===== src/rtl/key_sw_conditioner_pkg.sv =====
// Shared constants and debouncer state encoding for the key/switch conditioner.
package key_sw_conditioner_pkg;

  localparam int NUM_KEYS         = 4;
  localparam int NUM_SW           = 10;
  localparam int NUM_BITS         = NUM_KEYS + NUM_SW;
  localparam int DEBOUNCE_DEFAULT = 1000000;

  // Per-bit debouncer states.
  typedef enum logic {
    DB_STABLE   = 1'b0,
    DB_COUNTING = 1'b1
  } db_state_e;

endpackage


===== src/rtl/key_sw_conditioner_debounce_bit.sv =====
// One raw input bit: synchronizer chain, optional inversion, and a
// STABLE/COUNTING debouncer with its own counter and registered level.
module debounce_bit
  import key_sw_conditioner_pkg::*;
#(
  parameter int DEBOUNCE_CYCLES = DEBOUNCE_DEFAULT,
  parameter int SYNC_STAGES     = 2,
  parameter bit ACTIVE_LOW      = 1'b0
) (
  input  logic clk,
  input  logic rst_n,
  input  logic raw_in,
  output logic level_o
);

  localparam int                CNT_W    = $clog2(DEBOUNCE_CYCLES);
  localparam logic [CNT_W-1:0]  CNT_LAST = CNT_W'(DEBOUNCE_CYCLES - 1);
  localparam logic [CNT_W-1:0]  CNT_ONE  = CNT_W'(1);
  // Active-low inputs reset to "released" (1) so the inverted level starts at 0.
  localparam logic [SYNC_STAGES-1:0] SYNC_RST = {SYNC_STAGES{ACTIVE_LOW}};

  logic [SYNC_STAGES-1:0] sync_q, sync_d;
  db_state_e              state_q, state_d;
  logic [CNT_W-1:0]       cnt_q, cnt_d;
  logic                   level_q, level_d;
  logic                   sync_lvl;

  // Synchronizer shift: raw enters at bit 0, the oldest stage feeds the debouncer.
  always_comb begin
    sync_d = {sync_q[SYNC_STAGES-2:0], raw_in};
  end

  assign sync_lvl = sync_q[SYNC_STAGES-1] ^ ACTIVE_LOW;

  // Debounce decision. Entering COUNTING already counts the first differing
  // cycle, so the level flips after exactly DEBOUNCE_CYCLES differing samples.
  always_comb begin
    state_d = state_q;
    cnt_d   = cnt_q;
    level_d = level_q;
    case (state_q)
      DB_STABLE: begin
        cnt_d = '0;
        if (sync_lvl != level_q) begin
          state_d = DB_COUNTING;
          cnt_d   = CNT_ONE;
        end
      end
      DB_COUNTING: begin
        if (sync_lvl == level_q) begin
          state_d = DB_STABLE;
          cnt_d   = '0;
        end else if (cnt_q == CNT_LAST) begin
          level_d = sync_lvl;
          state_d = DB_STABLE;
          cnt_d   = '0;
        end else begin
          cnt_d = cnt_q + CNT_ONE;
        end
      end
      default: begin
        state_d = DB_STABLE;
        cnt_d   = '0;
      end
    endcase
  end

  // Synchronizer, FSM, counter and output level registers.
  always_ff @(posedge clk or negedge rst_n) begin
    if (!rst_n) begin
      sync_q  <= SYNC_RST;
      state_q <= DB_STABLE;
      cnt_q   <= '0;
      level_q <= 1'b0;
    end else begin
      sync_q  <= sync_d;
      state_q <= state_d;
      cnt_q   <= cnt_d;
      level_q <= level_d;
    end
  end

  assign level_o = level_q;

endmodule


===== src/rtl/key_sw_conditioner.sv =====
// Pushbutton/slider conditioner: 14 independent debouncers, press and change
// pulses, sticky press capture with write-one-to-clear, and a masked irq.
module key_sw_conditioner
  import key_sw_conditioner_pkg::*;
#(
  parameter int DEBOUNCE_CYCLES = DEBOUNCE_DEFAULT,
  parameter int SYNC_STAGES     = 2
) (
  input  logic                CLOCK_50,
  input  logic                reset_n,
  input  logic [NUM_KEYS-1:0] KEY,
  input  logic [NUM_SW-1:0]   SW,
  input  logic [NUM_KEYS-1:0] edge_clr,
  input  logic [NUM_KEYS-1:0] irq_mask,
  output logic [NUM_KEYS-1:0] pushbuttons,
  output logic [NUM_SW-1:0]   switches,
  output logic [NUM_KEYS-1:0] key_press,
  output logic                sw_change,
  output logic [NUM_KEYS-1:0] edge_capture,
  output logic                irq
);

  if (DEBOUNCE_CYCLES < 2 || DEBOUNCE_CYCLES > (1 << 24)) begin : g_bad_db
    $error("DEBOUNCE_CYCLES out of range 2..2^24");
  end
  if (SYNC_STAGES < 2 || SYNC_STAGES > 4) begin : g_bad_sync
    $error("SYNC_STAGES out of range 2..4");
  end

  // Keys occupy the low bits, switches the high bits.
  logic [NUM_BITS-1:0] raw_all;
  logic [NUM_BITS-1:0] lvl_all;

  assign raw_all = {SW, KEY};

  for (genvar i = 0; i < NUM_BITS; i++) begin : g_db
    debounce_bit #(
      .DEBOUNCE_CYCLES (DEBOUNCE_CYCLES),
      .SYNC_STAGES     (SYNC_STAGES),
      .ACTIVE_LOW      (i < NUM_KEYS)
    ) u_db (
      .clk     (CLOCK_50),
      .rst_n   (reset_n),
      .raw_in  (raw_all[i]),
      .level_o (lvl_all[i])
    );
  end

  logic [NUM_BITS-1:0] lvl_prev_q, lvl_prev_d;
  logic [NUM_KEYS-1:0] key_press_q, key_press_d;
  logic                sw_change_q, sw_change_d;
  logic [NUM_KEYS-1:0] edge_capture_q, edge_capture_d;
  logic                irq_q, irq_d;

  // Pulses come from comparing the debounced levels with last cycle's copy;
  // a new press wins over a simultaneous clear of the same capture bit.
  always_comb begin
    lvl_prev_d     = lvl_all;
    key_press_d    = lvl_all[NUM_KEYS-1:0] & ~lvl_prev_q[NUM_KEYS-1:0];
    sw_change_d    = |(lvl_all[NUM_BITS-1:NUM_KEYS] ^ lvl_prev_q[NUM_BITS-1:NUM_KEYS]);
    edge_capture_d = (edge_capture_q & ~edge_clr) | key_press_q;
    irq_d          = |(edge_capture_q & irq_mask);
  end

  // Event, capture and interrupt registers.
  always_ff @(posedge CLOCK_50 or negedge reset_n) begin
    if (!reset_n) begin
      lvl_prev_q     <= '0;
      key_press_q    <= '0;
      sw_change_q    <= 1'b0;
      edge_capture_q <= '0;
      irq_q          <= 1'b0;
    end else begin
      lvl_prev_q     <= lvl_prev_d;
      key_press_q    <= key_press_d;
      sw_change_q    <= sw_change_d;
      edge_capture_q <= edge_capture_d;
      irq_q          <= irq_d;
    end
  end

  assign pushbuttons  = lvl_all[NUM_KEYS-1:0];
  assign switches     = lvl_all[NUM_BITS-1:NUM_KEYS];
  assign key_press    = key_press_q;
  assign sw_change    = sw_change_q;
  assign edge_capture = edge_capture_q;
  assign irq          = irq_q;

endmodule


===== config.mk =====
export PLATFORM = sky130hd
export DESIGN_NAME = key_sw_conditioner
export DESIGN_NICKNAME = d
export VERILOG_FILES = /design/src/rtl/key_sw_conditioner_pkg.sv /design/src/rtl/key_sw_conditioner_debounce_bit.sv /design/src/rtl/key_sw_conditioner.sv
export SDC_FILE = /design/constraint.sdc
export NUM_CORES = 1
export LEC_CHECK = 0
export CORE_AREA = 5 5 213 215
export CTS_CLUSTER_SIZE = 14
export DETAILED_ROUTE_END_ITERATION = 8
export DIE_AREA = 0 0 218 220
export HOLD_SLACK_MARGIN = 0.03
export SLEW_MARGIN = 20
export SYNTH_ARGS = -nofsm -noshare
export SYNTH_HDL_FRONTEND = slang
export SYNTH_HIERARCHICAL = 1
export SYNTH_SLANG_ARGS = --single-unit

===== constraint.sdc =====
create_clock -name CLOCK_50 -period 2.1 [get_ports CLOCK_50]
set_input_delay 0.21 -clock CLOCK_50 [delete_from_list [all_inputs] [get_ports CLOCK_50]]
set_output_delay 0.21 -clock CLOCK_50 [all_outputs]
set_load 0.005 [all_outputs]

==> metrics.md <==
| Metric | Value |
|---|---|
| Fmax | 0.507 GHz |
| Drt pass-1 iters | 5 |
| EDFF count, synth | 0 |
| Via density | 5.17 |
| 1st-iter DRT viols | 663 |
| Core area | 0.0435 mm2 |
| Post-route DRC | 0 |
| Area growth syn-to-layout | 15.1% |
| Final Skew | ~0.027 ns |
| Synth Warn # | 6 |
| Hold Worst Slack | 0.0709 ns |
| TritonCTS clock tree | yes |
| Ant diodes | 0 |
| H-tree levels | 2 |
| Count of final setup violators | 0 |
| Worst skew pair latency | roughly 0.56 ns |
| WS Path Type | reg2reg |
| Final total negative setup slack | 0 ns |
| Net Sw Frac | 22.2% |
| Sequential area share after synthesis | between 50% and 60% |
| Congestion Overflow GR | 0 |
| Die Span X | 218 um |
| Commonest cells after routing, fill and taps aside | dfrtp_1 (352), nor2_1 (241), xor2_1 (118) |
| Syn_area_per_cell | 10.3 um2 |
| Final-layout fill cell count | 4085 |
| Largest net degree at the start of global routing | a little under 60 |
| Reg2Reg Setup Slack | 0.13 ns |
| CTS Buf Count | 40 |
| P_leak | 8.07 nW |
| Vias | 12157 |
| VDD IR max | ~0.51 mV |
| PortBufs | 47 |
| Clock group share of total power | 47.7% |
| Unrepaired setup endpoints after global routing | no |
| Yosys reg bits | 360 |
| Final core occ | a little under half |
| Synthesized Nets | 1689 |
| Pwr/cell area | 731 mW/mm2 |
| Drt wl/cell | ~14 um |
| Worst-margin pin slew | 0.463 ns |
| Post-CTS Setup Inserts | 0 |
| Clk sinks | 360 |
| Min-delay src | KEY[2] |
| First-pass GRT wire length | between 50000 and 60000 um |
| Total GRT Usage | 13.9% |
| Internal power component | roughly 0.011 W |
| Crit path from | g_db[9].u_db/cnt_q[0] |
| Flop pwr share | 49.2% |
| Vias in the first global route | 12116 |
| Max-cap violations | 0 |
| Worst reg2reg path depth | 5 |
| Synth async-reset ratio | 100% |
| Hold Crit Class | in2reg |
| CP arrival | between 2 and 2.5 ns |
| Top_reg_cell synth | dfrtp_1 |
| CP endpoint kind | flop |
| DRT antenna net count | 0 |
| Final hold violation count | 0 |
| Clk buf depth | 3 |
| DP HPWL | 21600 um |
| Initial Util | around 39% |
| Post-synth cell types | 42 |
| Final Max Tran Viols | 0 |
| Fin nets | 1768 |
| FF-to-FF End | g_db[9].u_db/level_o |
| GP Congestion | 0.810 |
| Min cycle time layout | between 1.5 and 2 ns |
| Sw Pwr | 0.00320 W |
| Max-slew headroom | 68.9% |
| R2r startpoint | g_db[9].u_db/cnt_q[0] |
| Status | finished, final reports clean |
| Part of the cycle the worst path needs | 94.0% |
| Crit path required time | 2.52 ns |
| Initial antenna violation count | 0 |
| FP Rows | 77 |
| Share of cells above drive strength 1 | roughly a tenth |
| Startpoint types | flop |
| CP endpoint | g_db[9].u_db/level_o |
| Critical Path Fanout Max | 4 |
| Clock Root Buffer | clkbuf_16 |
| Gate Count Post-Synth | 1651 |
| Chip Height | 220 um |
| Final wirelength | 32300 um |
| Die ar. | approximately 0.048 mm2 |
| Tot Pwr | approximately 0.014 W |
| # IOs | 48 |
| Logic pwr share | 3.1% |
| Clock Pin Slew Worst Setup and Hold Paths | roughly 0.06 ns |
| Mapped Area | 0.0171 mm2 |
| Commonest non-fill, non-tap cell in the layout | dfrtp_1 |
sequential cells by signal (all words and copies together) (netlist names):
| signal | count |
|---|---|
| edge_capture | 4 |
| g_db.u_db/cnt_q | 280 |
| g_db.u_db/level_o | 14 |
| g_db.u_db/state_q | 14 |
| g_db.u_db/sync_q | 28 |
| irq | 1 |
| key_press | 4 |
| lvl_prev_q | 14 |
| sw_change | 1 |
power groups by stage:
| stage | logic [W] | clock network [W] | registers, W |
|---|---|---|---|
| detailed placement | 0.000464 | 0 | 0.00720 |
| CTS | 0.000471 | 0.00713 | 0.00708 |
| global placement | 0.000457 | 0 | 0.00720 |
| floorplan | 0.000176 | 0 | 0.00719 |
| finish | 0.000449 | 0.00686 | 0.00708 |
| global route | 0.000527 | 0.00739 | 0.00709 |
critical path, stage by stage (launching register included):
cell,delay [ns]
dfrtp_1,0.38
ha_2,0.22
nand2_1,0.09
or4_4,0.58
nor3_2,0.23
mux2_1,0.35
routing by layer:
metal	track usage, %	wire length (um)
met1	18.7	15500
met5	0	0
met3	2.79	1220
met4	4.65	772
met2	22.5	14800
logic make-up (layout without fill, tap and decap cells):
group	after synthesis	count (layout)	share of synthesized area, %
xor gates and xnor gates	207	207	10.6
buffers and inverters	106	215	2.91
DFF	360	360	52.8
muxes	14	14	0.893
AOI/OAI and AO/OA	172	172	6.34
and+or+nand+nor	778	778	25.4
adders and majority gates	14	14	1.03
what timing repair did:
item,4_1_cts,5_1_grt
resized for setup,0,1
endpoints found under the setup margin,0,1
hold buffers,3,0
endpoints found under the hold margin,354,0
worst min-delay path by stage:
stage	end	cells past startpoint
floorplan	edge_capture[0]	0
global placement	g_db[12].u_db/cnt_q[12]	1
detailed placement	g_db[12].u_db/cnt_q[12]	1
CTS	g_db[2].u_db/sync_q[0]	1
global route	g_db[2].u_db/sync_q[0]	1
finish	g_db[2].u_db/sync_q[0]	1
synthesized netlist by cell type, drive strengths merged (4+ instances only):
cell	instances	area (um2)
dfrtp	352	8810
nor2	241	905
xor2	118	1030
nand2	99	372
nand3	98	561
xnor2	89	780
nand4	82	691
a21oi	69	349
buf	54	303
inv	52	195
nor4	46	288
or4	43	330
o31ai	42	315
o21ai	40	260
or3	40	250
and4	39	347
nor3	30	155
and3	26	163
a211oi	14	105
ha	14	175
nor4b	14	123
and3b	13	114
mux2	10	113
dfstp	8	210
a21o	4	30.0
mux2i	4	40.0
nor2b	4	25.0
cell type report:
cell class                 instances  area [um2]  share of cell area (%)
timing repair buffer              91         876                    4.45
tap                              592         741                    3.77
clock inverter                    15         135                   0.687
multi-input combinational       1185        7570                    38.5
inverter                          52         195                   0.992
sequential                       360        9020                    45.8
clock buffer                      57        1140                    5.77
per-stage QoR:
step                      std cells  instance area, um2  setup WS [ns]
after floorplan                1651               17100          0.190
after global placement         2277               18400          0.147
after detailed placement       2277               18400         0.0915
after CTS                      2352               19700         0.0876
after global routing           2352               19700         0.0157
final                          2352               19700          0.126
Note: power is estimated with default switching activity, not from simulation.
